File: src/rtl/bitty_core_gen2.sv
// Small accumulator-style core: eight registers, one ALU, four-state execute sequence.
// Latency: done is high in the 4th cycle after a run is accepted; one instruction per 4 cycles.
// Backpressure: none; run is sampled only in IDLE and DONE and ignored while an instruction is in flight.
module bitty_core_gen2 #(
  parameter int DATA_W = 16,
  parameter int NREGS  = 8
) (
  input  logic              clk,
  input  logic              reset,
  input  logic              run,
  input  logic [15:0]       instruction,
  output logic              done,
  output logic              busy,
  output logic [DATA_W-1:0] result,
  output logic              flag_zero,
  output logic              flag_carry,
  output logic              illegal,
  input  logic [2:0]        dbg_sel,
  output logic [DATA_W-1:0] dbg_data
);

  localparam int SH_W = $clog2(DATA_W);

  localparam logic [2:0] ST_IDLE = 3'd0;
  localparam logic [2:0] ST_LOAD = 3'd1;
  localparam logic [2:0] ST_EXEC = 3'd2;
  localparam logic [2:0] ST_WB   = 3'd3;
  localparam logic [2:0] ST_DONE = 3'd4;

  localparam logic [2:0] OP_ADD = 3'b000;
  localparam logic [2:0] OP_SUB = 3'b001;
  localparam logic [2:0] OP_AND = 3'b010;
  localparam logic [2:0] OP_OR  = 3'b011;
  localparam logic [2:0] OP_XOR = 3'b100;
  localparam logic [2:0] OP_SHL = 3'b101;
  localparam logic [2:0] OP_SHR = 3'b110;
  localparam logic [2:0] OP_CMP = 3'b111;

  logic [2:0]        state;
  logic [15:0]       ir;
  logic [DATA_W-1:0] s_reg;
  logic [DATA_W-1:0] c_reg;
  logic              z_reg;
  logic              cy_reg;
  logic [DATA_W-1:0] regs [0:NREGS-1];

  // Instruction field decode from the captured instruction register.
  logic [2:0]        rx;
  logic [2:0]        ry;
  logic [7:0]        imm8;
  logic [2:0]        alu_sel;
  logic [1:0]        fmt;
  logic              fmt_reserved;
  logic [DATA_W-1:0] b_val;
  logic [SH_W-1:0]   shamt;

  assign rx           = ir[15:13];
  assign ry           = ir[12:10];
  assign imm8         = ir[12:5];
  assign alu_sel      = ir[4:2];
  assign fmt          = ir[1:0];
  assign fmt_reserved = fmt[1];

  // Register operand for fmt 00, zero-extended immediate otherwise; read in EXEC so Rx==Ry sees the old value.
  assign b_val = (fmt == 2'b01) ? DATA_W'(imm8) : regs[ry];
  assign shamt = b_val[SH_W-1:0];

  logic [DATA_W:0]   sum_ext;
  logic [DATA_W:0]   diff_ext;
  logic [DATA_W-1:0] alu_res;
  logic              alu_carry;

  assign sum_ext  = {1'b0, s_reg} + {1'b0, b_val};
  // The extra top bit of the widened subtraction is the borrow.
  assign diff_ext = {1'b0, s_reg} - {1'b0, b_val};

  // ALU: pick the result and carry for the selected operation.
  always_comb begin
    alu_res   = '0;
    alu_carry = 1'b0;
    case (alu_sel)
      OP_ADD: begin
        alu_res   = sum_ext[DATA_W-1:0];
        alu_carry = sum_ext[DATA_W];
      end
      OP_SUB: begin
        alu_res   = diff_ext[DATA_W-1:0];
        alu_carry = diff_ext[DATA_W];
      end
      OP_AND:  alu_res = s_reg & b_val;
      OP_OR:   alu_res = s_reg | b_val;
      OP_XOR:  alu_res = s_reg ^ b_val;
      OP_SHL:  alu_res = s_reg << shamt;
      OP_SHR:  alu_res = s_reg >> shamt;
      OP_CMP: begin
        if (s_reg == b_val)
          alu_res = '0;
        else if (s_reg > b_val)
          alu_res = DATA_W'(1);
        else
          alu_res = DATA_W'(2);
      end
      default: alu_res = '0;
    endcase
  end

  // Sequencer and architectural state; reset clears everything and aborts any in-flight write.
  always_ff @(posedge clk) begin
    if (!reset) begin
      state  <= ST_IDLE;
      ir     <= '0;
      s_reg  <= '0;
      c_reg  <= '0;
      z_reg  <= 1'b0;
      cy_reg <= 1'b0;
      for (int i = 0; i < NREGS; i++) begin
        regs[i] <= '0;
      end
    end else begin
      case (state)
        ST_IDLE: begin
          if (run) begin
            ir    <= instruction;
            state <= ST_LOAD;
          end
        end
        ST_LOAD: begin
          s_reg <= regs[rx];
          state <= ST_EXEC;
        end
        ST_EXEC: begin
          // Reserved formats leave C and the flags untouched.
          if (!fmt_reserved) begin
            c_reg  <= alu_res;
            z_reg  <= (alu_res == '0);
            cy_reg <= alu_carry;
          end
          state <= ST_WB;
        end
        ST_WB: begin
          if (!fmt_reserved) begin
            regs[rx] <= c_reg;
          end
          state <= ST_DONE;
        end
        ST_DONE: begin
          // Back-to-back issue straight from DONE skips the IDLE cycle.
          if (run) begin
            ir    <= instruction;
            state <= ST_LOAD;
          end else begin
            state <= ST_IDLE;
          end
        end
        default: state <= ST_IDLE;
      endcase
    end
  end

  assign done       = (state == ST_DONE);
  assign busy       = (state != ST_IDLE);
  assign illegal    = (state == ST_DONE) && fmt_reserved;
  assign result     = c_reg;
  assign flag_zero  = z_reg;
  assign flag_carry = cy_reg;
  assign dbg_data   = regs[dbg_sel];

endmodule

File: config.mk
export PLATFORM = sky130hd
export DESIGN_NAME = bitty_core_gen2
export DESIGN_NICKNAME = d
export VERILOG_FILES = /design/src/rtl/bitty_core_gen2.sv
export SDC_FILE = /design/constraint.sdc
export NUM_CORES = 1
export LEC_CHECK = 0
export BUFFER_PORTS_ARGS = -buffer_cell sky130_fd_sc_hd__buf_2
export CORE_MARGIN = 2
export CORE_UTILIZATION = 30
export DETAILED_ROUTE_END_ITERATION = 6
export PLACE_DENSITY = 0.45
export SYNTH_ARGS = -nofsm -noshare
export SYNTH_HDL_FRONTEND = slang
export SYNTH_SLANG_ARGS = --single-unit
File: constraint.sdc
create_clock -name clk -period 11.37 [get_ports clk]
set_input_delay 2.274 -clock clk [delete_from_list [all_inputs] [get_ports clk]]
set_output_delay 2.274 -clock clk [all_outputs]
set_load 0.02 [all_outputs]
==> qor.yml, run 1 <==
grt_usage_pct: 21.1
ir_worst_vdd_mv: 0.0988
r2r_cells: 18
critPathRequiredTime_ns: 9.10
wirelength_mm: 49.0
overflow: 0
cts_inserted_buffers: 17
gp_congestion: 0.912
startpoint_type: "primary input"
max-cap-violations: 0
core_um2: 44400
grt_pass1_vias: 10865
setup.worst_path.class: "primary input to primary output"
largest_reg_flops: 128
layout.nets: 1393
pre_cts_slack_ns: 5.07
ys_ff_latch: 184
slew_viol_final: 0
path_clk_slew_ns: 0.07
powerDensity_nw_per_um2: 137
num_vias: 10909
cts_tree: "built"
chipHeight_um: 217
vias_per_cell: 5.68
grt_max_degree: 63
io-pin-count: 59
synth-edff-count: 128
rsz0062_at_grt: "no"
min_period_ns: 6.27
final_core_util_pct: 33.9
max_freq_mhz: 160
arrival_ns: 3.99
slew_headroom_pct: 16.6
reg2reg_slack_ns: 5.32
grt_pass1_wl_mm: 73.6
clock_path_buffers: 2
clock-root-buffer: "clkbuf_16"
final.period_utilization_pct: 55.1
post_drt_wl_per_cell_um: 25.5
start_util_pct: 30.5
yosysUniqueCellTypes: 76
diodes: 0
cts_resized: 0
hold_viol: 0
drc: 0
syn_to_final_growth_pct: 11.0
die_w_um: 217
cp-end-kind: "primary output"
setup_viol: 0
rows: 77
synthesis.nets: 1375
synthFlopType: "edfxtp_1"
worst_slack_ns: 5.10
synthArstFlopShare_pct: 0
cts_hold_buf: 0
antenna_found_initial: 0
dr.pass1.iters: 5
holdWs_ns: 0.478
post_cts.repair.setup_buffers: 0
status: "finished clean"
h-tree-depth: 4
synth.avg_cell_area_um2: 10.4
p_leak_nw: 5.71
detail-route-antenna-nets: 0
fin_worst_skew_ns: 0.0120
syn_inst: 1298
portBuffers: 58
hold_path.class: "flop to flop"
tns_ns: 0
die_area_um2: 46900
clock_sinks: 184
seq_area_frac_synth_pct: 36.6
regMostFlops: "regs"
path_max_fanout: 32
dr.first_iter.drc_count: 989
hold_depth: 2
clk_latency_ns: 0.45
layout-drive-gt1-share_pct: 19.6
worst_pin_slew_ns: 1.25
dp_hpwl_mm: 34.9
syn_area_um2: 13600
ys_warn_count: 0
-- worst max-delay path, stage by stage --
cell	delay, ns
buf_2	0.08
buf_4	0.55
mux4_2	0.60
mux2_2	0.31
buf_2	0.17
-- placed cells by master (no fill, tap or decap), types with 7 or more instances in the layout --
cell type,synthesis,final
mux2_2,33,33
mux4_2,76,76
clkbuf_16,0,19
a221oi_1,14,14
buf_4,2,29
o21bai_1,9,9
o31ai_1,10,10
ha_1,53,53
nand2_1,115,115
inv_1,49,49
a21boi_0,25,25
nor3_1,23,20
a221o_1,8,8
and2_1,131,131
buf_2,6,58
o21a_1,7,7
edfxtp_1,128,128
inv_6,1,10
o211a_1,17,17
a21oi_1,72,72
mux2i_1,74,74
nand3_1,17,17
o22ai_1,25,25
a22oi_1,23,23
xnor2_1,16,16
o21ai_0,34,28
nor2_1,61,56
a211oi_1,15,15
nand2b_1,12,12
dfxtp_1,56,54
a31oi_1,12,12
-- metrics by stage --
step	instance area [µm²]	total power, mW	std cells
2_1_floorplan	13600	1.25	1298
3_3_place_gp	14500	1.47	1889
3_5_place_dp	14500	1.46	1889
4_1_cts	15000	2.07	1921
5_1_grt	15000	2.16	1921
6_report	15000	2.06	1921
-- synth_stat cells (6+ instances only) --
library cell  instances  share of area, %
nor3_1               23              0.85
and3_1                6              0.28
o21bai_1              9              0.50
o211a_1              17               1.3
mux4_2               76                13
ha_1                 53               4.9
dfxtp_1              56               8.3
o31ai_1              10              0.55
a221o_1               8              0.59
a22oi_1              23               1.3
nand3_1              17              0.63
nand2b_1             12              0.55
xnor2_1              16               1.0
o21ai_0              34               1.3
buf_2                 6              0.22
o21a_1                7              0.39
a21oi_1              72               2.7
a21boi_0             25               1.4
o22ai_1              25               1.2
a221oi_1             14              0.90
mux2i_1              74               5.5
nor2_1               61               1.7
a211oi_1             15              0.83
clkbuf_1             63               1.7
and2_1              131               6.0
edfxtp_1            128                28
buf_1                12              0.33
a31oi_1              12              0.55
inv_1                49               1.4
o22a_1                6              0.39
nand2_1             115               3.2
mux2_2               33               2.7
-- routing by layer --
layer | GRT usage (%) | share of wire, %
met1 | 29.3 | 46
met4 | 5.57 | 1.9
met2 | 34.9 | 48
met3 | 2.29 | 4.4
met5 | 0 | 0
-- final timing paths --
path,start,end
max,dbg_sel[0],dbg_data[6]
min,ir[6],ir[6]
max reg2reg,flop,flag_zero
min reg2reg,ir[6],ir[6]
-- final cells by class --
class / instances / area [µm²]
Multi-Input combinational cell: 971 / 8030
Tap cell: 592 / 741
Timing Repair Buffer: 87 / 508
Clock inverter: 13 / 114
Sequential cell: 184 / 4970
Inverter: 55 / 211
Clock buffer: 19 / 475
Fill cell: 4482 / 29400
-- logic make-up (layout without fill, tap and decap cells) --
group | Yosys count | count (layout) | synth area share [%]
adders and majority gates | 55 | 55 | 5.19
AOI/OAI and AO/OA | 318 | 318 | 16.6
muxes | 186 | 186 | 21.2
and+or+nand+nor | 392 | 392 | 14.6
DFF | 184 | 184 | 36.6
buffers and inverters | 143 | 174 | 4.54
xor gates and xnor gates | 20 | 20 | 1.29
-- power breakdown --
part / leakage (nW) / internal [mW] / switching (mW) / total [mW]
sequential: 1.78 / 0.749 / 0.0559 / 0.804
clock: 0.294 / 0.315 / 0.289 / 0.604
combinational: 3.63 / 0.240 / 0.412 / 0.653
total: 5.71 / 1.30 / 0.757 / 2.06
(Power assumes the default switching activity.)
==> run 2, diff against run 1 <==
--- a/config.mk
+++ b/config.mk
@@ -9,7 +9,7 @@
 export CORE_MARGIN = 2
 export CORE_UTILIZATION = 30
 export DETAILED_ROUTE_END_ITERATION = 6
-export PLACE_DENSITY = 0.45
+export PLACE_DENSITY = 0.46
 export SYNTH_ARGS = -nofsm -noshare
 export SYNTH_HDL_FRONTEND = slang
 export SYNTH_SLANG_ARGS = --single-unit
==> constraint.sdc (replaced) <==
create_clock -name clk -period 5.05 [get_ports clk]
set_input_delay 1.01 -clock clk [delete_from_list [all_inputs] [get_ports clk]]
set_output_delay 1.01 -clock clk [all_outputs]
set_load 0.02 [all_outputs]
==> run 2 against run 1 <==
Critical path depth is 12 higher. First-iteration DRC count is 19% lower. Global-route usage is 0.24 points higher. Hold slack better by 0.0031 ns. Sequential power is 130% higher. Power is 140% higher. Utilization is 1.1 points higher. Combinational power is 140% higher. Via count is 0.91% higher. Routed wire length is 1.2% higher. Sequential cell count stayed put. Critical path type is now flop to flop. Largest power group unchanged. Highest routed layer unchanged.
==> qor.yml, run 2 (same netlist as run 1, synthesis figures left out) <==
start_util_pct: 30.5
wirelength_mm: 49.6
dr.pass1.iters: 5
combPwrFrac_pct: 32.6
max-cap-violations: 0
post_drt_wl_per_cell_um: 25.1
final.period_utilization_pct: 94.3
p_clk_share_pct: 30.0
pre_cts_slack_ns: -0.0856
vias_per_cell: 5.58
min_period_ns: 4.76
hold_path.class: "flop to flop"
path_max_fanout: 16
fill_cells: 4494
fin_area_um2: 15500
grt_pass1_wl_mm: 74.4
m1WireLength_mm: 21.6
cts_hold_buf: 0
path_cells: "buf_4, nand2_1, o22a_4, a31oi_4, inv_6, ha_1, fa_1, a21o_1, a21oi_1, o21bai_1, a21oi_1, xor2_1, o22ai_1, a211oi_1, nand4_1, or4b_1, nand2_1"
slew_viol_final: 0
cp-end-kind: "flop"
slowest_stage: "a211oi_1"
worst_slack_ns: 0.289
clk_latency_ns: 0.45
pwr-share-seq_pct: 37.4
num_vias: 11008
gp_congestion: 0.981
slew_headroom_pct: 17.0
clock-root-buffer: "clkbuf_16"
critPathRequiredTime_ns: 5.45
hold_depth: 2
dpl_cell_area_um2: 14900
layout-drive-gt1-share_pct: 22.4
dp_hpwl_mm: 36.0
path_clk_slew_ns: 0.07
met2WireLength_mm: 24.3
cts_inserted_buffers: 17
die_area_um2: 46900
rsz0062_at_grt: "no"
setup_viol: 0
antenna_found_initial: 1
power.internal_mw: 3.14
grt_max_degree: 62
final_common_cell: "and2_1"
highest_layer: "met4"
p_leak_nw: 5.97
drc: 0
syn_to_final_growth_pct: 14.6
path_buf_inv: 2
worst_pin_slew_ns: 1.25
max_stage_delay_ns: 0.56
regMostFlops: "regs"
fin_worst_skew_ns: 0.00810
dr.first_iter.drc_count: 798
diodes: 0
grt_pass1_vias: 11114
status: "finished clean"
grt_usage_pct: 21.3
startpoint_type: "flop"
core_um2: 44400
hold_viol: 0
clock_path_buffers: 2
p_sw_mw: 1.70
portBuffers: 58
h-tree-depth: 4
r2r_cells: 17
chipHeight_um: 217
io-pin-count: 59
detail-route-antenna-nets: 0
largest_reg_flops: 128
layout.nets: 1445
powerDensity_nw_per_um2: 312
crit_cells: 17
arrival_ns: 5.16
cts_tree: "built"
overflow: 0
die_w_um: 217
switching_share_pct: 35.2
rows: 77
layout_common_cells: "131 x and2_1, 128 x edfxtp_1, 115 x nand2_1, 77 x buf_4, 76 x mux4_2"
tns_ns: 0
max_freq_mhz: 210
clock_sinks: 184
ir_worst_vdd_mv: 0.223
setup.worst_path.class: "flop to flop"
crit_family: "compound AO/OA/AOI/OAI gates"
wl_met3_mm: 2.44
==> run 2: cell count changes in the layout (fill, tap and decap cells not counted), moves of 4 or more <==
cell,change
clkinvlp_4,+5
buf_12,+4
nor2_1,+5
nor2_2,-5
buf_4,+48
bufinv_16,+4
inv_6,-6
==> run 2: metal layers <==
| layer | up-vias | GRT usage (%) |
|---|---|---|
| li1 | 5034 | - |
| met2 | 359 | 36.5 |
| met1 | 5548 | 27.8 |
| met4 | 0 | 7.01 |
| met5 | - | 0 |
| met3 | 67 | 2.61 |
==> run 2: layout make-up <==
| class | count | area [µm²] | area share [%] |
|---|---|---|---|
| clock buffer | 18 | 429 | 2.76 |
| clock inverter | 14 | 196 | 1.27 |
| timing repair buffer | 139 | 948 | 6.11 |
| sequential | 184 | 4970 | 32.0 |
| multi-input combinational | 971 | 8030 | 51.7 |
| tap | 592 | 741 | 4.77 |
| inverter | 55 | 211 | 1.36 |
==> run 2: path summary, 6_finish.rpt <==
check | start | end | slack, ns
worst max-delay path | flop | flag_zero | 0.29
worst min-delay path | ir[6] | ir[6] | 0.48
worst max register to register | flop | flag_zero | 0.29
worst min register to register | ir[6] | ir[6] | 0.48
==> run 2: worst reg2reg max path: stages, from the launching register on <==
cell,delay [ns]
dfxtp_1,0.48
buf_4,0.37
nand2_1,0.14
o22a_4,0.30
a31oi_4,0.24
inv_6,0.05
ha_1,0.23
fa_1,0.46
a21o_1,0.18
a21oi_1,0.28
o21bai_1,0.10
a21oi_1,0.18
xor2_1,0.21
o22ai_1,0.12
a211oi_1,0.56
nand4_1,0.18
or4b_1,0.54
nand2_1,0.08
==> run 2: through the flow <==
| stage | utilization, % | std cells | total power [mW] | hold WS, ns |
|---|---|---|---|---|
| global route | 35.0 | 1973 | 5.06 | 0.511 |
| global placement | 33.5 | 1941 | 3.41 | 0.472 |
| floorplan | - | 1298 | 2.81 | 0.444 |
| detailed placement | 33.5 | 1941 | 3.39 | 0.474 |
| finish | 35.0 | 1973 | 4.85 | 0.481 |
| CTS | 34.9 | 1973 | 4.85 | 0.486 |
==> run 2: timing repair <==
| item | in CTS | in global routing |
|---|---|---|
| endpoints found under the setup margin | 1 | 1 |
| gates resized for setup | 1 | 4 |
| buffers inserted | 0 | 0 |
| gates cloned | 0 | 0 |
==> run 2: power groups by stage <==
stage | Combinational (mW) | Clock (mW) | Sequential [mW]
floorplan | 1.01 | 0 | 1.80
global placement | 1.56 | 0 | 1.84
detailed placement | 1.55 | 0 | 1.84
CTS | 1.56 | 1.48 | 1.81
global route | 1.69 | 1.54 | 1.82
finish | 1.58 | 1.46 | 1.81
==> run 3, diff against run 2 <==
==> constraint.sdc (replaced) <==
create_clock -name clk -period 5.05 [get_ports clk]
set_input_delay 0.505 -clock clk [delete_from_list [all_inputs] [get_ports clk]]
set_output_delay 0.505 -clock clk [all_outputs]
set_load 0.02 [all_outputs]
==> run 3 against run 2 <==
Sequential cell count stayed put. Hold slack worse by 0.18 ns. Combinational power hardly changed. Highest routed layer unchanged.
==> qor.yml, run 3 (same netlist as run 1, synthesis figures left out) <==
layout-drive-gt1-share_pct: 23.2
core_um2: 44400
ir_worst_vdd_mv: 0.227
start_util_pct: 30.5
io-pin-count: 59
portBuffers: 58
clk_latency_ns: 0.45
worst_pin_slew_ns: 1.02
r2r_cells: 19
chipHeight_um: 217
post_drt_wl_per_cell_um: 24.8
die_area_um2: 46900
layout_common_cells: "131 x and2_1, 128 x edfxtp_1, 115 x nand2_1, 81 x buf_4, 76 x mux4_2"
powerDensity_nw_per_um2: 310
slew_headroom_pct: 31.6
clock_path_buffers: 2
arrival_ns: 5.16
cts_hold_buf: 0
max_stage_delay_ns: 0.54
hold_depth: 3
h-tree-depth: 4
power_mw: 4.83
rr_endpoint: "flag_zero"
max-cap-violations: 0
path_max_fanout: 10
vias_per_cell: 5.62
die_w_um: 217
status: "finished clean"
grt_pass1_wl_mm: 73.5
hp-start: "instruction[13]"
cts_inserted_buffers: 17
min_to: "ir[13]"
grt_max_degree: 62
slowest_stage: "or4b_1"
wirelength_mm: 49.1
path_cells: "buf_12, mux2_2, o22a_1, a31oi_4, inv_6, ha_1, buf_4, fa_1, a21o_1, a21oi_1, buf_4, o21bai_1, a21oi_1, xor2_1, o22ai_1, a211oi_2, nand4_1, or4b_1, nand2_1"
rows: 77
dp_hpwl_mm: 36.2
setup.worst_path.class: "flop to flop"
min_period_ns: 4.77
final.period_utilization_pct: 94.4
slew_viol_final: 0
fin_worst_skew_ns: 0.00836
max_freq_mhz: 210
detail-route-antenna-nets: 0
hold_path.class: "primary input to flop"
cts_tree: "built"
largest_reg_flops: 128
regMostFlops: "regs"
gp_congestion: 0.925
dr.first_iter.drc_count: 815
syn_to_final_growth_pct: 14.7
final_core_util_pct: 35.0
final_common_cell: "and2_1"
diodes: 0
path_clk_slew_ns: 0.07
drc: 0
setup_viol: 0
dr.pass1.iters: 6
layout.nets: 1448
clock-root-buffer: "clkbuf_16"
hold_viol: 0
cp-end-kind: "flop"
grt_pass1_vias: 11156
p_leak_nw: 5.99
rsz0062_at_grt: "no"
tns_ns: 0
startpoint_type: "flop"
overflow: 0
post_cts.repair.setup_buffers: 0
clock_sinks: 184
grt_usage_pct: 21.1
num_vias: 11103
antenna_found_initial: 1
critPathRequiredTime_ns: 5.44
reg2reg_slack_ns: 0.28
## run 3: cell count changes in the layout (fill, tap and decap cells not counted), moves of 2 or more
cell,delta
clkinvlp_4,-2
nor2_1,-5
inv_6,-2
inv_8,+2
buf_4,+4
nor2_2,+5
mux2i_1,-2
mux2i_2,+2
## run 3: where the power goes
group / total [mW] / switching [mW] / internal (mW)
logic: 1.60 / 0.960 / 0.639
clock network: 1.42 / 0.631 / 0.784
registers: 1.81 / 0.127 / 1.69
total: 4.83 / 1.72 / 3.11
## run 3: how the worst max path moves through the flow
| stage | start | endpoint | slack (ns) | cells after the start |
|---|---|---|---|---|
| 2_1_floorplan | flop | flag_zero | 0.1 | 19 |
| 5_1_grt | flop | flag_zero | 0.03 | 17 |
| 3_5_place_dp | flop | flag_zero | 0.13 | 19 |
| 6_report | flop | flag_zero | 0.28 | 19 |
| 3_3_place_gp | flop | flag_zero | 0.10 | 19 |
| 4_1_cts | flop | flag_zero | 0.07 | 19 |
## run 3: through the flow
stage	cells	area, µm²	hold WS [ns]	setup slack (ns)
after detailed placement	1944	14900	0.481	0.125
after global routing	1976	15500	0.307	0.0316
after floorplan	1298	13600	0.444	0.0966
final	1976	15500	0.300	0.281
after global placement	1944	14900	0.463	0.105
after CTS	1976	15500	0.285	0.0687
## run 3: repair_timing
| action | in CTS | in global routing |
|---|---|---|
| setup endpoints to repair | 0 | 1 |
| gates resized for setup | 0 | 10 |
| endpoints found under the hold margin | 0 | 0 |
## run 3: layout make-up
type	instances	area [µm²]
timing repair buffer	142	958
clock buffer	18	429
multi-input combinational	971	8070
inverter	55	211
fill	4464	28900
tap	592	741
sequential	184	4970
clock inverter	14	174
## run 3: layer usage
metal  track usage [%]  up-vias  share of wire [%]
li1                  -     5039                  -
met3              2.05       97                4.4
met4              8.24        0                3.4
met1              27.3     5585                 43
met2              36.2      382                 49
met5                 0        -                  0
## run 3: critical path: cells and delay by family, from the launching register on
| family | cells | cell delay [ns] |
|---|---|---|
| AOI/OAI and AO/OA | 8 | 1.79 |
| xor gates and xnor gates | 1 | 0.19 |
| adders and majority gates | 2 | 0.65 |
| buffers and inverters | 4 | 0.52 |
| DFF | 1 | 0.43 |
| muxes | 1 | 0.36 |
| and+or+nand+nor | 3 | 0.76 |
